File: src/rtl/ps2_key_event_if.sv
// PS/2 FIFO drain port plus folded key-event outputs. The slave side is the key-event block.
// The master side is whoever owns the ps2_keyboard FIFO and consumes the events.
interface ps2_key_event_if;
  logic [7:0] ps2_data;
  logic       ps2_ready;
  logic       ps2_overflow;
  logic       ps2_nextdata_n;

  logic       key_valid;
  logic [7:0] key_code;
  logic       key_ext;
  logic       key_break;
  logic       key_repeat;
  logic       key_down;
  logic [3:0] cnt_ones;
  logic [3:0] cnt_tens;
  logic       err;

  modport master (
    output ps2_data, ps2_ready, ps2_overflow,
    input  ps2_nextdata_n,
    input  key_valid, key_code, key_ext, key_break, key_repeat, key_down,
    input  cnt_ones, cnt_tens, err
  );

  modport slave (
    input  ps2_data, ps2_ready, ps2_overflow,
    output ps2_nextdata_n,
    output key_valid, key_code, key_ext, key_break, key_repeat, key_down,
    output cnt_ones, cnt_tens, err
  );
endinterface

File: src/rtl/ps2_key_event.sv
// Folds PS/2 scan bytes (E0/F0 prefixes) into key events with repeat filter and BCD press count.
// key_valid one cycle after the pop strobe; pulls at most one byte per 3 clks, no stall downstream.
module ps2_key_event #(
  parameter int unsigned PREFIX_TIMEOUT = 50000,
  parameter int unsigned COUNT_MAX      = 99
) (
  input logic            clk,
  input logic            clrn,
  ps2_key_event_if.slave bus
);

  localparam bit          TMO_EN   = (PREFIX_TIMEOUT != 0);
  localparam int unsigned TW       = (PREFIX_TIMEOUT > 1) ? $clog2(PREFIX_TIMEOUT + 1) : 1;
  localparam logic [TW-1:0] TMO_LAST = TW'(PREFIX_TIMEOUT - 1);
  localparam logic [3:0]  MAX_TENS = 4'((COUNT_MAX / 10) % 10);
  localparam logic [3:0]  MAX_ONES = 4'(COUNT_MAX % 10);
  localparam logic [7:0]  BYTE_EXT = 8'hE0;
  localparam logic [7:0]  BYTE_BRK = 8'hF0;

  typedef enum logic [1:0] {IDLE, POP, GAP} state_t;

  state_t     state_q;
  logic       nextdata_n_q;
  logic [7:0] byte_q;

  // GAP exists because ps2_ready may still reflect the byte just popped.
  always_ff @(posedge clk or negedge clrn) begin
    if (!clrn) begin
      state_q      <= IDLE;
      nextdata_n_q <= 1'b1;
      byte_q       <= '0;
    end else begin
      case (state_q)
        IDLE: begin
          if (bus.ps2_ready) begin
            byte_q       <= bus.ps2_data;
            nextdata_n_q <= 1'b0;
            state_q      <= POP;
          end
        end
        POP: begin
          nextdata_n_q <= 1'b1;
          state_q      <= GAP;
        end
        GAP: begin
          state_q <= IDLE;
        end
        default: begin
          nextdata_n_q <= 1'b1;
          state_q      <= IDLE;
        end
      endcase
    end
  end

  logic          ext_pend_q, ext_pend_d;
  logic          brk_pend_q, brk_pend_d;
  logic [TW-1:0] tmo_q, tmo_d;
  logic          err_q, err_d;
  logic          valid_q, valid_d;
  logic [7:0]    code_q, code_d;
  logic          ext_q, ext_d;
  logic          brk_q, brk_d;
  logic          rep_q, rep_d;
  logic          down_q, down_d;
  logic [7:0]    held_code_q, held_code_d;
  logic          held_ext_q, held_ext_d;
  logic [3:0]    ones_q, ones_d;
  logic [3:0]    tens_q, tens_d;

  logic decode;
  logic is_ext;
  logic is_brk;
  logic pend;
  logic tmo_hit;
  logic held_match;

  assign decode     = (state_q == POP);
  assign is_ext     = (byte_q == BYTE_EXT);
  assign is_brk     = (byte_q == BYTE_BRK);
  assign pend       = ext_pend_q | brk_pend_q;
  assign tmo_hit    = TMO_EN && pend && (tmo_q == TMO_LAST);
  assign held_match = down_q && (held_code_q == byte_q) && (held_ext_q == ext_pend_q);

  always_comb begin
    ext_pend_d  = ext_pend_q;
    brk_pend_d  = brk_pend_q;
    tmo_d       = tmo_q;
    err_d       = err_q;
    valid_d     = 1'b0;
    code_d      = code_q;
    ext_d       = ext_q;
    brk_d       = brk_q;
    rep_d       = rep_q;
    down_d      = down_q;
    held_code_d = held_code_q;
    held_ext_d  = held_ext_q;
    ones_d      = ones_q;
    tens_d      = tens_q;

    if (TMO_EN && pend) begin
      tmo_d = tmo_q + 1'b1;
    end

    if (decode && is_ext) begin
      ext_pend_d = 1'b1;
      tmo_d      = '0;
    end else if (decode && is_brk) begin
      brk_pend_d = 1'b1;
      tmo_d      = '0;
    end else if (decode) begin
      valid_d    = 1'b1;
      code_d     = byte_q;
      ext_d      = ext_pend_q;
      brk_d      = brk_pend_q;
      rep_d      = ~brk_pend_q & held_match;
      ext_pend_d = 1'b0;
      brk_pend_d = 1'b0;
      tmo_d      = '0;
      if (brk_pend_q) begin
        if (held_match) begin
          down_d = 1'b0;
        end
      end else if (!held_match) begin
        // Fresh press: a different key simply takes over the single held slot.
        held_code_d = byte_q;
        held_ext_d  = ext_pend_q;
        down_d      = 1'b1;
        if (ones_q == MAX_ONES && tens_q == MAX_TENS) begin
          ones_d = 4'd0;
          tens_d = 4'd0;
        end else if (ones_q == 4'd9) begin
          ones_d = 4'd0;
          tens_d = tens_q + 4'd1;
        end else begin
          ones_d = ones_q + 4'd1;
        end
      end
    end else if (tmo_hit) begin
      ext_pend_d = 1'b0;
      brk_pend_d = 1'b0;
      tmo_d      = '0;
      err_d      = 1'b1;
    end

    // Overflow clears prefixes after the event above has already latched them.
    if (bus.ps2_overflow) begin
      err_d      = 1'b1;
      ext_pend_d = 1'b0;
      brk_pend_d = 1'b0;
      tmo_d      = '0;
    end
  end

  always_ff @(posedge clk or negedge clrn) begin
    if (!clrn) begin
      ext_pend_q  <= 1'b0;
      brk_pend_q  <= 1'b0;
      tmo_q       <= '0;
      err_q       <= 1'b0;
      valid_q     <= 1'b0;
      code_q      <= '0;
      ext_q       <= 1'b0;
      brk_q       <= 1'b0;
      rep_q       <= 1'b0;
      down_q      <= 1'b0;
      held_code_q <= '0;
      held_ext_q  <= 1'b0;
      ones_q      <= '0;
      tens_q      <= '0;
    end else begin
      ext_pend_q  <= ext_pend_d;
      brk_pend_q  <= brk_pend_d;
      tmo_q       <= tmo_d;
      err_q       <= err_d;
      valid_q     <= valid_d;
      code_q      <= code_d;
      ext_q       <= ext_d;
      brk_q       <= brk_d;
      rep_q       <= rep_d;
      down_q      <= down_d;
      held_code_q <= held_code_d;
      held_ext_q  <= held_ext_d;
      ones_q      <= ones_d;
      tens_q      <= tens_d;
    end
  end

  assign bus.ps2_nextdata_n = nextdata_n_q;
  assign bus.key_valid      = valid_q;
  assign bus.key_code       = code_q;
  assign bus.key_ext        = ext_q;
  assign bus.key_break      = brk_q;
  assign bus.key_repeat     = rep_q;
  assign bus.key_down       = down_q;
  assign bus.cnt_ones       = ones_q;
  assign bus.cnt_tens       = tens_q;
  assign bus.err            = err_q;

endmodule

File: src/flat_wrapper.sv
// flat-port wrapper written by rule: the top's interface ports become plain ports
module ps2_key_event_flat 
#(
  parameter int unsigned PREFIX_TIMEOUT = 50000,
  parameter int unsigned COUNT_MAX      = 99
)
  (clk, clrn, bus_ps2_data, bus_ps2_ready, bus_ps2_overflow, bus_ps2_nextdata_n, bus_key_valid, bus_key_code, bus_key_ext, bus_key_break, bus_key_repeat, bus_key_down, bus_cnt_ones, bus_cnt_tens, bus_err);
  ps2_key_event_if bus_i ();
  input logic clk;
  input logic clrn;
  input wire logic [$bits(bus_i.ps2_data)-1:0] bus_ps2_data;
  input wire logic [$bits(bus_i.ps2_ready)-1:0] bus_ps2_ready;
  input wire logic [$bits(bus_i.ps2_overflow)-1:0] bus_ps2_overflow;
  output wire logic [$bits(bus_i.ps2_nextdata_n)-1:0] bus_ps2_nextdata_n;
  output wire logic [$bits(bus_i.key_valid)-1:0] bus_key_valid;
  output wire logic [$bits(bus_i.key_code)-1:0] bus_key_code;
  output wire logic [$bits(bus_i.key_ext)-1:0] bus_key_ext;
  output wire logic [$bits(bus_i.key_break)-1:0] bus_key_break;
  output wire logic [$bits(bus_i.key_repeat)-1:0] bus_key_repeat;
  output wire logic [$bits(bus_i.key_down)-1:0] bus_key_down;
  output wire logic [$bits(bus_i.cnt_ones)-1:0] bus_cnt_ones;
  output wire logic [$bits(bus_i.cnt_tens)-1:0] bus_cnt_tens;
  output wire logic [$bits(bus_i.err)-1:0] bus_err;
  assign bus_i.ps2_data = bus_ps2_data;
  assign bus_i.ps2_ready = bus_ps2_ready;
  assign bus_i.ps2_overflow = bus_ps2_overflow;
  assign bus_ps2_nextdata_n = bus_i.ps2_nextdata_n;
  assign bus_key_valid = bus_i.key_valid;
  assign bus_key_code = bus_i.key_code;
  assign bus_key_ext = bus_i.key_ext;
  assign bus_key_break = bus_i.key_break;
  assign bus_key_repeat = bus_i.key_repeat;
  assign bus_key_down = bus_i.key_down;
  assign bus_cnt_ones = bus_i.cnt_ones;
  assign bus_cnt_tens = bus_i.cnt_tens;
  assign bus_err = bus_i.err;
  ps2_key_event #(.PREFIX_TIMEOUT(PREFIX_TIMEOUT), .COUNT_MAX(COUNT_MAX)) u_core (.clk(clk), .clrn(clrn), .bus(bus_i));
endmodule
File: config.mk
export PLATFORM = sky130hd
export DESIGN_NAME = ps2_key_event_flat
export DESIGN_NICKNAME = d
export VERILOG_FILES = /design/src/rtl/ps2_key_event_if.sv /design/src/rtl/ps2_key_event.sv /design/src/flat_wrapper.sv
export SDC_FILE = /design/constraint.sdc
export NUM_CORES = 1
export LEC_CHECK = 0
export ABC_AREA = 1
export CAP_MARGIN = 40
export CORE_MARGIN = 2
export CORE_UTILIZATION = 50
export CTS_BUF_LIST = sky130_fd_sc_hd__clkbuf_16
export CTS_CLUSTER_SIZE = 30
export DETAILED_ROUTE_END_ITERATION = 7
export GPL_ROUTABILITY_DRIVEN = 1
export PLACE_DENSITY_LB_ADDON = 0.08
export SLEW_MARGIN = 20
export SYNTH_ARGS = -nofsm -noshare
export SYNTH_HDL_FRONTEND = slang
export SYNTH_SLANG_ARGS = --single-unit
File: constraint.sdc
create_clock -name clk -period 5.3 [get_ports clk]
set_input_delay 0.795 -clock clk [delete_from_list [all_inputs] [get_ports clk]]
set_output_delay 0.795 -clock clk [all_outputs]
set_load 0.05 [all_outputs]
# Word-level counts from Yosys, hierarchy flattened
# Cells that the tools add are included.
# classes
add_sub_neg,3
eq_ne,16
muxes,33
bitwise,7
reduce_logical,21
# op_table
cell,n
$mux 16,6
$mux 1,20
$add 16x1->16 const B,1
$eq 16x16->1 const B,1
$eq 8x8->1 const B,2
$mux 4,4
$ne 2x2->1 const B,5
$reduce_and 5->1,2
$add 4x1->4 const B,2
$eq 4x4->1 const B,2
$eq 8x8->1,1
$reduce_and 2->1,4
$reduce_bool 4->1,2
$logic_and 1x1->1,6
$reduce_and 6->1,1
$reduce_bool 6->1,1
$not 1->1,5
$pmux 2 s2,1
$reduce_and 4->1,1
$reduce_bool 2->1,2
$ne 3x2->1 const B,1
$reduce_and 3->1,1
$eq 2x1->1 const B,1
$eq 2x2->1 const B,1
other kinds (7),7
# word_totals
regBits,60

# Logic depth before layout (Yosys ltp)
# depth
ltp_word,7
depth_mapped,12
depth_no_buf,12

# Worst setup path before layout
# Ideal clock, no wire load.
# synth_timing
path_kind,register -> register
from,"register u_core.down_q, in the netlist u_core.bus.key_down"
to,"register u_core.ones_q[0], in the netlist u_core.bus.cnt_ones[0]"
setup_ps,74
arrival_ps,1815
path_slack_ps,3411
path_stages_with_launch,11
period_less_slack_ps,1889
cell_sequence,dfrtp_1 -> o21ai_0 -> nor2_1 -> nand2_1 -> nor3_1 -> inv_1 -> ha_1 -> nand3_4 -> buf_6 -> nand2_1 -> o21ai_2
# synth_between
elab_chain_cells,4
# synth_rtl
element,line,text
"start, declared",ps2_key_event.sv:65,"logic down_q, down_d;"
"start signal, assigned",ps2_key_event.sv:181,down_q <= down_d;
$logic_and 1x1->1 (2 in series),ps2_key_event.sv:83,assign held_match = down_q && (held_code_q == byte_q) && (held_ext_q == ext_pend_q);
$not 1->1 (no line),--,
$reduce_and 5->1 (no line),--,
"end signal, assigned",ps2_key_event.sv:184,ones_q <= ones_d;
"end, declared",ps2_key_event.sv:68,"logic [3:0] ones_q, ones_d;"
# No other way between the ends.
# A chain may end at the register's enable or synchronous reset.

# Worst setup path after layout
# layout_timing
from,"register u_core.nextdata_n_q, in the netlist u_core.bus.ps2_nextdata_n"
to,output port bus_ps2_nextdata_n
# layout_lines
element,line,text
"start, declared",ps2_key_event.sv:23,logic nextdata_n_q;
"start signal, assigned",ps2_key_event.sv:30,nextdata_n_q <= 1'b1;
"start signal, assigned",ps2_key_event.sv:37,nextdata_n_q <= 1'b0;
"start signal, assigned",ps2_key_event.sv:42,nextdata_n_q <= 1'b1;
"end, declared",flat_wrapper.sv:14,output wire logic [$bits(bus_i.ps2_nextdata_n)-1:0] bus_ps2_nextdata_n;
# No word-level cell between the ends.

==> flow_summary_export.csv <==
group,metric,value,unit
global_routing,grt_remaining_overflow,0,
sta,slew_viol_final,0,
clock_tree,cts_tree,"yes",
route,wl_per_cell,12.9,µm
setup_path,worstPathCellList,"clkdlybuf4s50_1",
global_routing,grtUsageTotal,0.201,
clock_tree,clkSinkCount,60,
synthesis,synth_cell_types,36,
clock_tree,cts.clk_slew.worst_paths,0.05,ns
place,pre_cts_slack,2.84,ns
synthesis,syn_area_per_cell,8.37,µm²
route,via_count,2554,
sta,hold_viol,0,
power,power.density,464,mW/mm²
setup_path,crit_path_end_kind,"primary output",
clock_tree,cts.htree.levels,3,
synthesis,yosys.area.top_type_share,0.470,
cells_and_area,stdcell_count,495,
synthesis,synth_nets,394,
clock_tree,cts_made_buffers,9,
route,dr.first_iter.drc_count,135,
power,seqPwrFrac,0.354,
min_path,hp-class,"reg2reg",
place,gp_congestion,0.915,
min_path,holdPathStages,1,
floorplanning,pin_count,35,
clock_tree,clock_latency,0.32,ns
global_routing,grt_max_degree,61,
cells_and_area,nNetsFinal,434,
power,p_sw,0.632,mW
clock_tree,cts_buffer_depth,2,
synthesis,ys_warn_count,0,
setup_path,cp.depth,1,
power,netSwitchingFraction,0.355,
cells_and_area,syn_to_final_growth,22.2,%
setup_path,crit_start,"u_core.bus.ps2_nextdata_n$_DFFE_PN1P_",
setup_path,rr_worst_depth,10,
setup_path,crit_path_end,"bus_ps2_nextdata_n",
global_routing,antenna_found_initial,0,
setup_path,cp.buffers_inverters,1,
sta,clock_skew,0.00516,ns
setup_path,timing.rr.end,"u_core.bus.cnt_ones[2]$_DFFE_PN0P_",
sta,max_freq,0.409,GHz
synthesis,async_flop_share,1.00,
floorplanning,num_rows,28,
setup_path,crit_type,"reg2out",
place,port_buffers,34,
synthesis,netlist_area,0.00314,mm²
setup_path,start_kind,"flip-flop",
route,drt_first_pass_iters,4,
floorplanning,initial_core_util,0.524,
setup_path,r2r-start,"u_core.byte_q[2]$_DFFE_PN0P_",
route,drt_wl_total,6390,µm
clock_tree,holdBufCountCts,0,
power,leakagePower,1.74,nW
sta,fin_tns_setup,0,ns
floorplanning,die_w,83.3,µm
sta,layout_setup_ws,2.86,ns
place,dp.cells,478,
route,via_per_inst,5.16,
synthesis,synthesis.instances,375,
setup_path,cp_slowest_cell,"clkdlybuf4s50_1",
setup_path,crit_arrival,1.65,ns
run_status,status,"finished, final reports clean",
floorplanning,die_y,83.3,µm
synthesis,synth-edff-count,0,
global_routing,grt_pass1_vias,2511,
route,antenna_left,0,
cells_and_area,drive_above_1_share,0.114,
setup_path,cp_max_fo,2,
cells_and_area,insertedDiodeCount,0,
sta,rsz0062_at_grt,"no",
clock_tree,clockRootBuffer,"clkbuf_16",
synthesis,synthTopCellsByArea,"dfrtp_1 (47%), nand2_1 (12%), nor2_1 (5.3%)",
setup_path,r2r_setup_slack,3.14,ns
power,ir_drop,0.312,mV
floorplanning,core-area,0.00599,mm²
sta,post-route-period-util,0.461,
sta,finalCriticalPeriod,2.44,ns
setup_path,critPathMaxStageDelay,0.80,ns
clock_tree,ctsResizeCount,0,
synthesis,ys_seq_elements,60,
power,intPower,1.15,mW
clock_tree,post_cts_buffers,0,
route,drc_errors,0,
cells_and_area,fin_area,0.00384,mm²
synthesis,ys.flop_type,"dfrtp_1",
floorplanning,dieArea,0.00693,mm²
power,p_clk_frac,0.336,
place,dpl-instance-area,0.00350,mm²
sta,tightest_slew,0.527,ns
flow_run,max-cap-violations,0,
sta,slew_headroom,0.648,
setup_path,cp_top_family,"buffers and inverters",
power,p_comb_frac,0.310,
synthesis,ys_seq_area_frac,0.478,
place,hpwl,4410,µm
global_routing,grt_first_pass_wirelength,11300,µm
setup_path,critPathRequiredTime,4.51,ns
synthesis,yosysTopAreaCell,"dfrtp_1",
sta,setup_viol,0,
-- through the flow --
stage | power [mW] | util | hold WS [ns]
3_3_place_gp | 1.18 | 0.584 | 0.460
5_1_grt | 1.88 | 0.640 | 0.513
6_report | 1.78 | 0.640 | 0.469
3_5_place_dp | 1.19 | 0.584 | 0.461
2_1_floorplan | 1.03 | - | 0.472
4_1_cts | 1.80 | 0.636 | 0.476
-- state kept, by name, indices dropped and copies added (netlist names), 2 cells and up --
| signal | flops |
|---|---|
| u_core.byte_q | 8 |
| u_core.bus.cnt_ones | 4 |
| u_core.state_q | 2 |
| u_core.tmo_q | 16 |
| u_core.held_code_q | 8 |
| u_core.bus.key_code | 8 |
| u_core.bus.cnt_tens | 4 |
-- Yosys cell counts, types with 6 or more instances --
master and n:
nand3_1 22, o21ai_2 7, dfrtp_1 59, inv_1 29
nor3_1 11, xor2_1 6, a21oi_1 6, ha_1 7
nor2_1 44, nand2_1 103, inv_2 7, o21ai_0 24
-- cell type report --
class | instances | area (µm²)
clock buffers | 9 | 225
clock inverters | 7 | 82.6
fillers | 507 | 2150
inverters | 37 | 139
multi-input cells | 271 | 1420
flip-flops and latches | 60 | 1500
well taps | 75 | 93.8
repair buffers | 36 | 370
-- per-layer routing --
metal	track usage	vias to the layer above	part of all wire
li1	-	1287	-
met1	0.250	1192	0.46
met2	0.334	60	0.48
met3	0.0417	15	0.035
met4	0.0939	0	0.023
met5	0	-	0
-- layout by cell type (no fill, tap or decap), types with 3 or more instances in the layout --
master,n
clkbuf_16,9
clkinv_1,4
nand3_1,22
nand4_1,5
dfrtp_1,59
nor3_1,11
nand2_1,103
inv_2,7
o21ai_0,24
xor2_1,6
nor2_2,4
or2_2,3
ha_1,7
clkdlybuf4s50_1,33
nor2_1,44
inv_1,30
o21ai_1,5
o21ai_2,7
xnor2_1,4
a21oi_1,6
-- power by group through the flow --
| stage | sequential (mW) | clock (mW) | combinational, mW |
|---|---|---|---|
| floorplan | 0.799 | 0 | 0.231 |
| global placement | 0.635 | 0 | 0.543 |
| detailed placement | 0.636 | 0 | 0.553 |
| CTS | 0.631 | 0.609 | 0.557 |
| global route | 0.645 | 0.631 | 0.604 |
| finish | 0.630 | 0.599 | 0.553 |
-- how the worst min path moves through the flow --
stage,startpoint,end
3_5_place_dp,u_core.bus.err$_DFFE_PN0P_,u_core.bus.err$_DFFE_PN0P_
2_1_floorplan,u_core.held_code_q[4]$_DFFE_PN0P_,u_core.held_code_q[4]$_DFFE_PN0P_
5_1_grt,u_core.bus.err$_DFFE_PN0P_,u_core.bus.err$_DFFE_PN0P_
6_report,u_core.bus.err$_DFFE_PN0P_,u_core.bus.err$_DFFE_PN0P_
4_1_cts,u_core.bus.err$_DFFE_PN0P_,u_core.bus.err$_DFFE_PN0P_
3_3_place_gp,u_core.bus.err$_DFFE_PN0P_,u_core.bus.err$_DFFE_PN0P_
-- worst reg2reg max path, delay by kind of cell, from the launching register on --
| family | cells | cell delay (ns) |
|---|---|---|
| adders and majority gates | 1 | 0.24 |
| buffers and inverters | 2 | 0.18 |
| and+or+nand+nor | 6 | 1.06 |
| DFF | 1 | 0.43 |
| AOI/OAI and AO/OA | 1 | 0.14 |
-- cells by family after synthesis --
family / count (synthesis) / synth area share
flops: 60 / 0.478
xor+xnor: 10 / 0.0279
simple gates: 207 / 0.311
fa+ha+maj: 7 / 0.0279
buf+inv: 44 / 0.0685
compound gates: 47 / 0.0865
Note: power is estimated with default switching activity, not from simulation.
